### config.mk
export PLATFORM = sky130hd
export DESIGN_NAME = mux_n_pipe
export DESIGN_NICKNAME = d
export VERILOG_FILES = /design/src/rtl/mux_n_pipe.sv
export SDC_FILE = /design/constraint.sdc
export NUM_CORES = 1
export LEC_CHECK = 0
export ABC_AREA = 1
export CORE_ASPECT_RATIO = 1.25
export CORE_MARGIN = 2
export CORE_UTILIZATION = 43
export CTS_CLUSTER_DIAMETER = 40
export CTS_CLUSTER_SIZE = 8
export DETAILED_ROUTE_END_ITERATION = 6
export PLACE_DENSITY = 0.9
export SLEW_MARGIN = 25
export SYNTH_ARGS = -nofsm -noshare
export SYNTH_HDL_FRONTEND = slang
export SYNTH_SLANG_ARGS = --single-unit
### constraint.sdc
create_clock -name clk -period 1.6 [get_ports clk]
set_input_delay 0.16 -clock clk [delete_from_list [all_inputs] [get_ports clk]]
set_output_delay 0.16 -clock clk [all_outputs]
set_load 0.02 [all_outputs]
### src/rtl/mux_n_pipe.sv
// mux_n_pipe: N-input operand select with a registered
// output and a 2-entry skid buffer on a valid/ready handshake.
module mux_n_pipe #(
  parameter int              WIDTH     = 32,
  parameter int              N_IN      = 4,
  parameter logic [WIDTH-1:0] RESET_VAL = '0,
  localparam int             SEL_W     = $clog2(N_IN)
) (
  input  logic                  clk,
  input  logic                  reset,
  input  logic [N_IN*WIDTH-1:0] in_data,
  input  logic [SEL_W-1:0]      sel,
  input  logic                  in_valid,
  output logic                  in_ready,
  input  logic                  flush,
  output logic [WIDTH-1:0]      out_data,
  output logic [SEL_W-1:0]      out_sel,
  output logic                  out_err,
  output logic                  out_valid,
  input  logic                  out_ready
);

  typedef struct packed {
    logic [WIDTH-1:0] data;
    logic [SEL_W-1:0] sel;
    logic             err;
  } entry_t;

  typedef enum logic [1:0] {
    EMPTY,
    ONE,
    TWO
  } state_t;

  localparam entry_t RST_E = '{
    data: RESET_VAL,
    sel:  '0,
    err:  1'b0
  };

  state_t state;
  entry_t main_q;
  entry_t skid_q;
  entry_t nxt;
  logic   accept;
  logic   drain;

  // Out-of-range codes fall through to RESET_VAL with err set
  always_comb begin
    nxt.data = RESET_VAL;
    nxt.sel  = sel;
    nxt.err  = 1'b1;
    for (int k = 0; k < N_IN; k++) begin
      if ({1'b0, sel} == (SEL_W+1)'(k)) begin
        nxt.data = in_data[k*WIDTH +: WIDTH];
        nxt.err  = 1'b0;
      end
    end
  end

  assign in_ready  = (state != TWO) & ~reset;
  assign out_valid = (state != EMPTY);
  assign out_data  = main_q.data;
  assign out_sel   = main_q.sel;
  assign out_err   = main_q.err;

  assign accept = in_valid & in_ready;
  assign drain  = out_valid & out_ready;

  always_ff @(posedge clk) begin
    if (reset) begin
      state  <= EMPTY;
      main_q <= RST_E;
      skid_q <= RST_E;
    end else if (flush) begin
      state <= EMPTY;
    end else begin
      unique case (state)
        EMPTY: begin
          if (accept) begin
            main_q <= nxt;
            state  <= ONE;
          end
        end
        ONE: begin
          if (accept && drain) begin
            main_q <= nxt;
          end else if (accept) begin
            skid_q <= nxt;
            state  <= TWO;
          end else if (drain) begin
            state <= EMPTY;
          end
        end
        TWO: begin
          if (drain) begin
            main_q <= skid_q;
            state  <= ONE;
          end
        end
        default: state <= EMPTY;
      endcase
    end
  end

endmodule

# Yosys cells after proc, flatten, opt, wreduce, memory -nomap -nowiden
# Cells that the tools add are included.
# totals
ff_bits	72
latch_bits	0
ram_bits	0
romBits	0
input_bits	135
out_inout_bits	37
elab_cells	51
mem_count	0
# classes
add_sub_neg	0
n_mul	0
n_div	0
magnitude_cmp	0
n_eq_ne	11
shifts	0
n_mux	18
n_bitwise	6
reduce_logical	9
# ops
op	count
$mux W32	4
$mux W35	3
$pmux W35 S3	1
$mux W2	5
$ne A2 B2 Y1 const B	5
$reduce_and A4 Y1	2
$eq A2 B2 Y1 const B	3
$pmux W2 S3	1
$reduce_and A5 Y1	1
$eq A2 B1 Y1 const B	2
$logic_not A2 Y1	2
$mux W1	4
$and A1 B1 Y1	3
$ne A3 B3 Y1 const B	1
$not A1 Y1	3
$reduce_bool A3 Y1	1
$reduce_bool A2 Y1	1
$reduce_or A2 Y1	1
$logic_and A1 B1 Y1	1

# Longest topological paths before layout
# Gate-level depths: netlist of the first run.
# depth
ltp_word	7
mapped_depth	10
ltp_nobuf	9

# Worst setup path before layout of the first run
# Ideal clock, no wire load.
# synth_path
kind	reg2reg
startpoint	reg state[0]
endpoint	reg main_q, in the netlist out_sel[0]
setup_ns	0.059
arrival_time_ns	1.355
t_required_ns	1.541
slack_ns	0.186
path_stages_with_launch	10
n_path_buf	1
period_less_slack_ns	1.414
path_cell_list	dfxtp_1 -> inv_1 -> nand2_2 -> nand3_4 -> a21oi_4 -> nand2_4 -> nor2_8 -> buf_6 -> nand2_1 -> nand2_1
# synth_between
elab_chain_len	6
word_cells_on_any_way	15
cone_classes	eq/ne: 6; mux: 1; bitwise: 3; reduce/logical: 5
# synth_rtl
item	line	source
from (decl)	41	state_t state;
from (signal assigned)	72	state <= EMPTY;
from (signal assigned)	76	state <= EMPTY;
from (signal assigned)	82	state <= ONE;
$ne A2 B2 Y1	61	assign in_ready = (state != TWO) & ~reset;
$and A1 B1 Y1	61	
$and A1 B1 Y1	67	assign accept = in_valid & in_ready;
$logic_and A1 B1 Y1	86	if (accept && drain) begin
$ne A2 B2 Y1 (no line)	-	
$reduce_and A5 Y1 (no line)	-	
to (signal assigned)	81	main_q <= nxt;
to (signal assigned)	87	main_q <= nxt;
to (signal assigned)	97	main_q <= skid_q;
to (decl)	42	entry_t main_q;
# Several ways; a longest one is shown, not always the timed one.
# A chain may end at the register's enable or synchronous reset.

# Final worst setup path of the first run
# layout_path
startpoint	in sel[1]
endpoint	reg main_q, in the netlist out_data[30]
# layout_between
elab_chain_len	7
word_cells_on_any_way	11
cone_classes	eq/ne: 3; mux: 7; reduce/logical: 1
# layout_rtl
item	line	source
from (decl)	12	input logic [SEL_W-1:0] sel,
$logic_not A2 Y1	54	if ({1'b0, sel} == (SEL_W+1)'(k)) begin
$mux W32 (3 in series)	54	
$mux W32 (*)	54	
$mux W35 (on tied branches)	86, 80	
$pmux W35 S3 (*)	78	unique case (state)
# Mark *: on every way between the ends. The rest lies on a longest branch, timed or not. The select of a mux whose other input is x is not followed.

==> metrics.txt, run 1 <==
reg2reg path depth 9; DRC Markers 0; Antenna Violating Nets Remaining 0; Synth Warn # 0; CTS H-Tree Depth 3; DR WL/cell 15.43 um; Psw 1.259 mW; syn avg cell area approximately 6.2 um^2; Die X-Extent a little over 90 um; DP Area 6117 um^2; worst slew pin tran approximately 0.36 ns; status completed; Place WS -0.2202 ns; Via Count 5,140; root buf cell clkbuf_16; Hold WS 0.4442 ns; fin. max-slew vios 0; Final Util 0.7103; Seq/Total Area, Yosys 0.3567; Reg clk slew, reported paths roughly 0.060 ns; Max IR drop VDD 0.0005212 V; vias in the first global route 5,106; CTS tree done; Pwr Total 5.233 mW; RR Startpoint state[0]$_SDFFE_PP0P_; initial antenna violation count 0; Reg2Reg Capture Point skid_q[33]$_SDFFE_PP0P_; clock sink total 72; largest area contributor in the netlist dfxtp_1; final period utilization 0.9464; Synth area leaders dfxtp_1 36%, nand2_1 20%, nand3_1 12%, o21ai_0 7.6%, nor2_1 7.1%; fin area 6481 um^2; Pwr Density 807.5 nW/um^2; Clock Tree Buf Depth 2; Worst Setup SP sel[1]; vias per inst 5.332; Clock Latency Late Sink 0.33 ns; first-pass GRT wire length 23.84 mm; # hold bufs at CTS 0; worst setup path endpoint out_data[30]$_SDFFE_PP0P_; Arr. time, crit path 1.79 ns; die area 10,190 um^2; Clock Skew just over 0.008 ns; CP endpoint kind flop; total track usage 0.2917; synthesized area 4041 um^2; grt ovf 0; post-synth top area share 0.3567; Initial Utilization 0.4429; Worst R2R Setup Slack 0.10 ns; Final WS setup roughly 0.086 ns; Max-Cap Viols 0; Clk pwr share 0.442; row cnt 39; switch share 0.2406; final setup vio count 0; Routed WL 14.87 mm; I/O Pins 172; Antenna Cells 0; Critical Path RT 1.87 ns; Final Hold Fails 0; internal power 3.974 mW; Placer Congestion 0.8782; largest net degree at the start of global routing 70; Worst slew margin 0.7600; FF+latch count, synth around 70; CORE AREA 9125 um^2; fmax 0.6604 GHz; kind of critical path in2reg; Logic pwr share 0.200; I/O Buffers 171; Syn Inst Count about 650; Hold WC Path Type reg2reg; Starting DRT DRC Count 375; DP Wirelength 10.88 mm; share of cells above drive strength 1 0.1237; syn nets 789; cts bufs inserted 9; sequential share of power 0.358; Worst setup SP type primary input; area grow syn2layout 60.37%; Leak roughly 2.8 nW; Pre-antenna DRT Iters 6; minimum clock period between 1.5 and 2 ns; NumNets Final between 900 and 1,000; Die Y 112.4 um; CP max FO 8; Unique masters post-synth 24
-- through the flow --
| stage | std cells | TNS, ns |
|---|---|---|
| final | 964 | 0 |
| after global routing | 964 | -0.002356 |
| after CTS | 964 | 0 |
| after detailed placement | 949 | -8.519 |
| after global placement | 949 | -8.523 |
| after floorplan | 654 | 0 |
-- how the worst min path moves through the flow --
stage                                 from                endpoint  slack [ns]  depth (start not counted)
finish              skid_q[0]$_SDFFE_PP0P_  skid_q[0]$_SDFFE_PP0P_        0.44                          2
global route        skid_q[0]$_SDFFE_PP0P_  skid_q[0]$_SDFFE_PP0P_        0.47                          2
detailed placement  skid_q[0]$_SDFFE_PP0P_  skid_q[0]$_SDFFE_PP0P_        0.43                          2
floorplan                            reset    out_err$_SDFFE_PP0P_        0.23                          1
global placement    skid_q[0]$_SDFFE_PP0P_  skid_q[0]$_SDFFE_PP0P_        0.43                          2
CTS                 skid_q[0]$_SDFFE_PP0P_  skid_q[0]$_SDFFE_PP0P_        0.44                          2
-- power groups by stage --
stage	registers [mW]	logic (mW)	clock network [mW]
after global routing	1.88	1.13	2.43
final	1.87	1.05	2.31
after global placement	1.91	1.01	0
after floorplan	1.96	0.378	0
after CTS	1.87	1.04	2.33
after detailed placement	1.91	1.03	0
-- synthesized netlist by cell type --
cell type / number
a21oi_1: 24
o21ai_0: 61
clkbuf_1: 17
buf_4: 1
buf_6: 2
a211oi_1: 2
nand4_1: 1
dfxtp_1: 72
nand2_2: 2
nor2_1: 76
nor2_8: 1
nand3_1: 93
or2_2: 32
buf_1: 7
nor3_1: 1
nand2_4: 1
nand2_1: 218
nand3_4: 1
inv_1: 21
o21ai_1: 3
nand3_2: 1
inv_2: 2
a21oi_4: 1
buf_2: 14
-- flip-flops by register name (all words and copies together), names as in the netlist --
name / count
out_data: 32
out_err: 1
out_sel: 2
skid_q: 35
state: 2
-- per-layer routing --
layer,share of wire,track usage,vias up
met5,0,0,-
met4,0.059,0.2051,0
met3,0.076,0.06174,65
met2,0.51,0.5109,270
met1,0.36,0.3111,2335
li1,-,-,2470
-- cell families after synthesis --
| kind of cell | Yosys count | share of synthesized area |
|---|---|---|
| buffers and inverters | 64 | 0.06842 |
| DFF | 72 | 0.3567 |
| AOI/OAI and AO/OA | 91 | 0.1167 |
| and+or+nand+nor | 427 | 0.4582 |
-- what timing repair did --
| action | 4_1_cts | 5_1_grt |
|---|---|---|
| buffers inserted | 0 | 0 |
| setup endpoints to repair | 3 | 19 |
| hold endpoints to repair | 0 | 0 |
| pin swaps | 0 | 1 |
| gates resized for setup | 5 | 5 |
-- cells in the final DEF, fill, tap and decap left out --
cell / n
a211oi_1: 2
a21oi_1: 24
a21oi_4: 1
buf_12: 6
buf_4: 35
buf_6: 1
bufinv_16: 3
clkbuf_16: 9
clkbuf_8: 1
clkdlybuf4s50_1: 169
clkinv_2: 1
dfxtp_1: 70
dfxtp_2: 2
dlygate4sd2_1: 2
inv_1: 20
inv_2: 2
inv_4: 1
inv_6: 1
nand2_1: 218
nand2_2: 2
nand2_4: 1
nand3_1: 93
nand3_4: 2
nand4_1: 1
nor2_1: 73
nor2_2: 1
nor2_4: 2
nor2_8: 1
nor3_1: 1
o21ai_0: 61
o21ai_1: 3
or2_2: 32
-- worst max-delay path: stages --
cell             delay, ns
clkdlybuf4s50_1       0.52
buf_4                 0.18
inv_1                 0.05
nor2_1                0.13
buf_4                 0.20
nand2_1               0.06
nand3_1               0.13
nand3_1               0.12
o21ai_0               0.11
nand2_1               0.07
nand2_1               0.05
-- area by class of cell --
type,count,area (um^2)
well taps,123,153.9
flip-flops and latches,72,1444
repair buffers,213,2103
multi-input cells,518,2349
inverters,23,88.84
fillers,704,2644
clock buffers,10,239.0
clock inverters,5,103.9
(Power assumes the default switching activity.)
==> run 2, diff against run 1 <==
--- a/config.mk
+++ b/config.mk
@@ -8,11 +8,11 @@
 export ABC_AREA = 1
 export CORE_ASPECT_RATIO = 1.25
 export CORE_MARGIN = 2
-export CORE_UTILIZATION = 43
+export CORE_UTILIZATION = 39
 export CTS_CLUSTER_DIAMETER = 40
 export CTS_CLUSTER_SIZE = 8
 export DETAILED_ROUTE_END_ITERATION = 6
-export PLACE_DENSITY = 0.9
+export PLACE_DENSITY = 0.86
 export SLEW_MARGIN = 25
 export SYNTH_ARGS = -nofsm -noshare
 export SYNTH_HDL_FRONTEND = slang
==> constraint.sdc (replaced) <==
create_clock -name clk -period 1.3 [get_ports clk]
set_input_delay 0.13 -clock clk [delete_from_list [all_inputs] [get_ports clk]]
set_output_delay 0.13 -clock clk [all_outputs]
set_load 0.02 [all_outputs]
==> metrics.txt, run 2 (same netlist as run 1, synthesis figures left out) <==
area grow syn2layout 64.98%; most common cell after layout, fill and taps aside nand2_1; Max-Cap Viols 0; most flop-heavy register skid_q; Clock Latency Late Sink roughly 0.33 ns; I/O Buffers 171; worst slew pin tran 0.4066 ns; minimum clock period 1.453 ns; Clk pwr share 0.401; Psw roughly 1.5 mW; # hold bufs at CTS 0; DRC Markers 0; Leak 3.090 nW; clock sink total 72; grt ovf 0; Die X-Extent 95.05 um; Logic pwr share 0.216; fin. max-slew vios 0; Antenna Violating Nets Remaining 0; CP endpoint kind flop; DP Wirelength 9.808 mm; Initial Utilization 0.3999; Placer Congestion 0.8255; Clock Tree Buf Depth 2; share of cells above drive strength 1 0.1735; fmax 0.6883 GHz; Pre-antenna DRT Iters 5; Worst slew margin 0.7290; Max IR drop VDD 0.0006789 V; root buf cell clkbuf_16; Antenna Cells 0; CTS H-Tree Depth 3; NumNets Final 984; kind of critical path reg2reg; I/O Pins ~170; Arr. time, crit path 1.71 ns; cts bufs inserted 9; Final Hold Fails 0; largest net degree at the start of global routing 59; Clock Skew 0.005285 ns; Die Y between 100 and 150 um; vias per inst 5.048; Worst setup SP type flop; status complete, but fails checks; DR WL/cell between 10 and 15 um; fin cells 982; Via Count ~5,000; initial antenna violation count 0; die area approximately 11,000 um^2; Placed Instances around 960; max FFs per register 35; CTS tree done; CORE AREA roughly 10,000 um^2; Reg clk slew, reported paths 0.06 ns; Starting DRT DRC Count approximately 240; sequential share of power 0.383; Hold WC Path Type in2reg; Critical Path RT between 1.5 and 2 ns; Routed WL 14.51 mm; final setup vio count 66; Pwr Density between 800 and 900 nW/um^2; CP max FO 13; internal power 4.472 mW; setup_tns -3.805 ns; first-pass GRT wire length 21.40 mm; switch share 0.2546; Final WS setup -0.1529 ns; row cnt roughly 40; failing checks setup timing; most frequent cells in the layout 191 x nand2_1, 132 x clkdlybuf4s50_1, 93 x nand3_1, 70 x nor2_1, 70 x dfxtp_1; RSZ-0062 raised after global routing true; total track usage 0.2450; vias in the first global route 4,592; final period utilization 1.118
run 2: layout make-up:
| type | instances | area [um^2] |
|---|---|---|
| Fill cell | 891 | 3438 |
| Multi-Input combinational cell | 518 | 2444 |
| Timing Repair Buffer | 225 | 2227 |
| Sequential cell | 72 | 1449 |
| Clock buffer | 11 | 242.7 |
| Tap cell | 129 | 161.4 |
| Inverter | 23 | 98.84 |
| Clock inverter | 4 | 45.04 |
run 2: critical path, stage by stage (launching register included):
cell and delay [ns]:
dfxtp_4 0.36, inv_6 0.08, nand2_2 0.05, nand2_2 0.07, nand2_2 0.07, a21oi_4 0.15
nand2_4 0.11, buf_4 0.22, nand2_1 0.07, nand2_1 0.07, nor2_1 0.13
run 2: metrics by stage:
step / setup WS (ns) / util / hold slack (ns) / total power, mW / instance area (um^2)
2_1_floorplan: -0.07878 / - / 0.2015 / 2.884 / 4050
3_3_place_gp: -0.3784 / 0.6057 / 0.4318 / 3.595 / 6121
3_5_place_dp: -0.4380 / 0.6057 / 0.4350 / 3.608 / 6121
4_1_cts: -0.1222 / 0.6359 / 0.4209 / 5.986 / 6426
5_1_grt: -0.2038 / 0.6598 / 0.3953 / 6.254 / 6668
6_report: -0.1529 / 0.6598 / 0.3188 / 6.000 / 6668
run 2: routing by layer:
metal / track usage / up-vias / part of all wire
met3: 0.04225 / 32 / 0.060
met5: 0 / - / 0
met1: 0.2709 / 2247 / 0.39
met4: 0.1250 / 0 / 0.034
met2: 0.4375 / 183 / 0.51
li1: - / 2495 / -
run 2: worst paths after layout:
kind,from,end,slack [ns],cells after the start
setup / recovery,state[0]$_SDFFE_PP0P_,out_data[21]$_SDFFE_PP0P_,-0.15,10
hold / removal,sel[0],out_sel[0]$_SDFFE_PP0P_,0.32,5
setup reg to reg,state[0]$_SDFFE_PP0P_,out_data[21]$_SDFFE_PP0P_,-0.15,10
hold reg to reg,out_sel[0]$_SDFFE_PP0P_,out_sel[0]$_SDFFE_PP0P_,0.46,2
run 2: power by group through the flow:
stage          clock [mW]  combinational, mW  sequential (mW)
2_1_floorplan           0              0.468             2.42
3_3_place_gp            0               1.24             2.35
3_5_place_dp            0               1.26             2.35
4_1_cts              2.44               1.25             2.30
5_1_grt              2.54               1.41             2.31
6_report             2.40               1.30             2.30
run 2: repair_timing:
action | 4_1_cts | 5_1_grt
resized for setup | 50 | 47
endpoints found under the setup margin | 106 | 72
buffers inserted | 0 | 4
pin swaps | 0 | 10
gates cloned | 1 | 5
hold endpoints to repair | 0 | 0
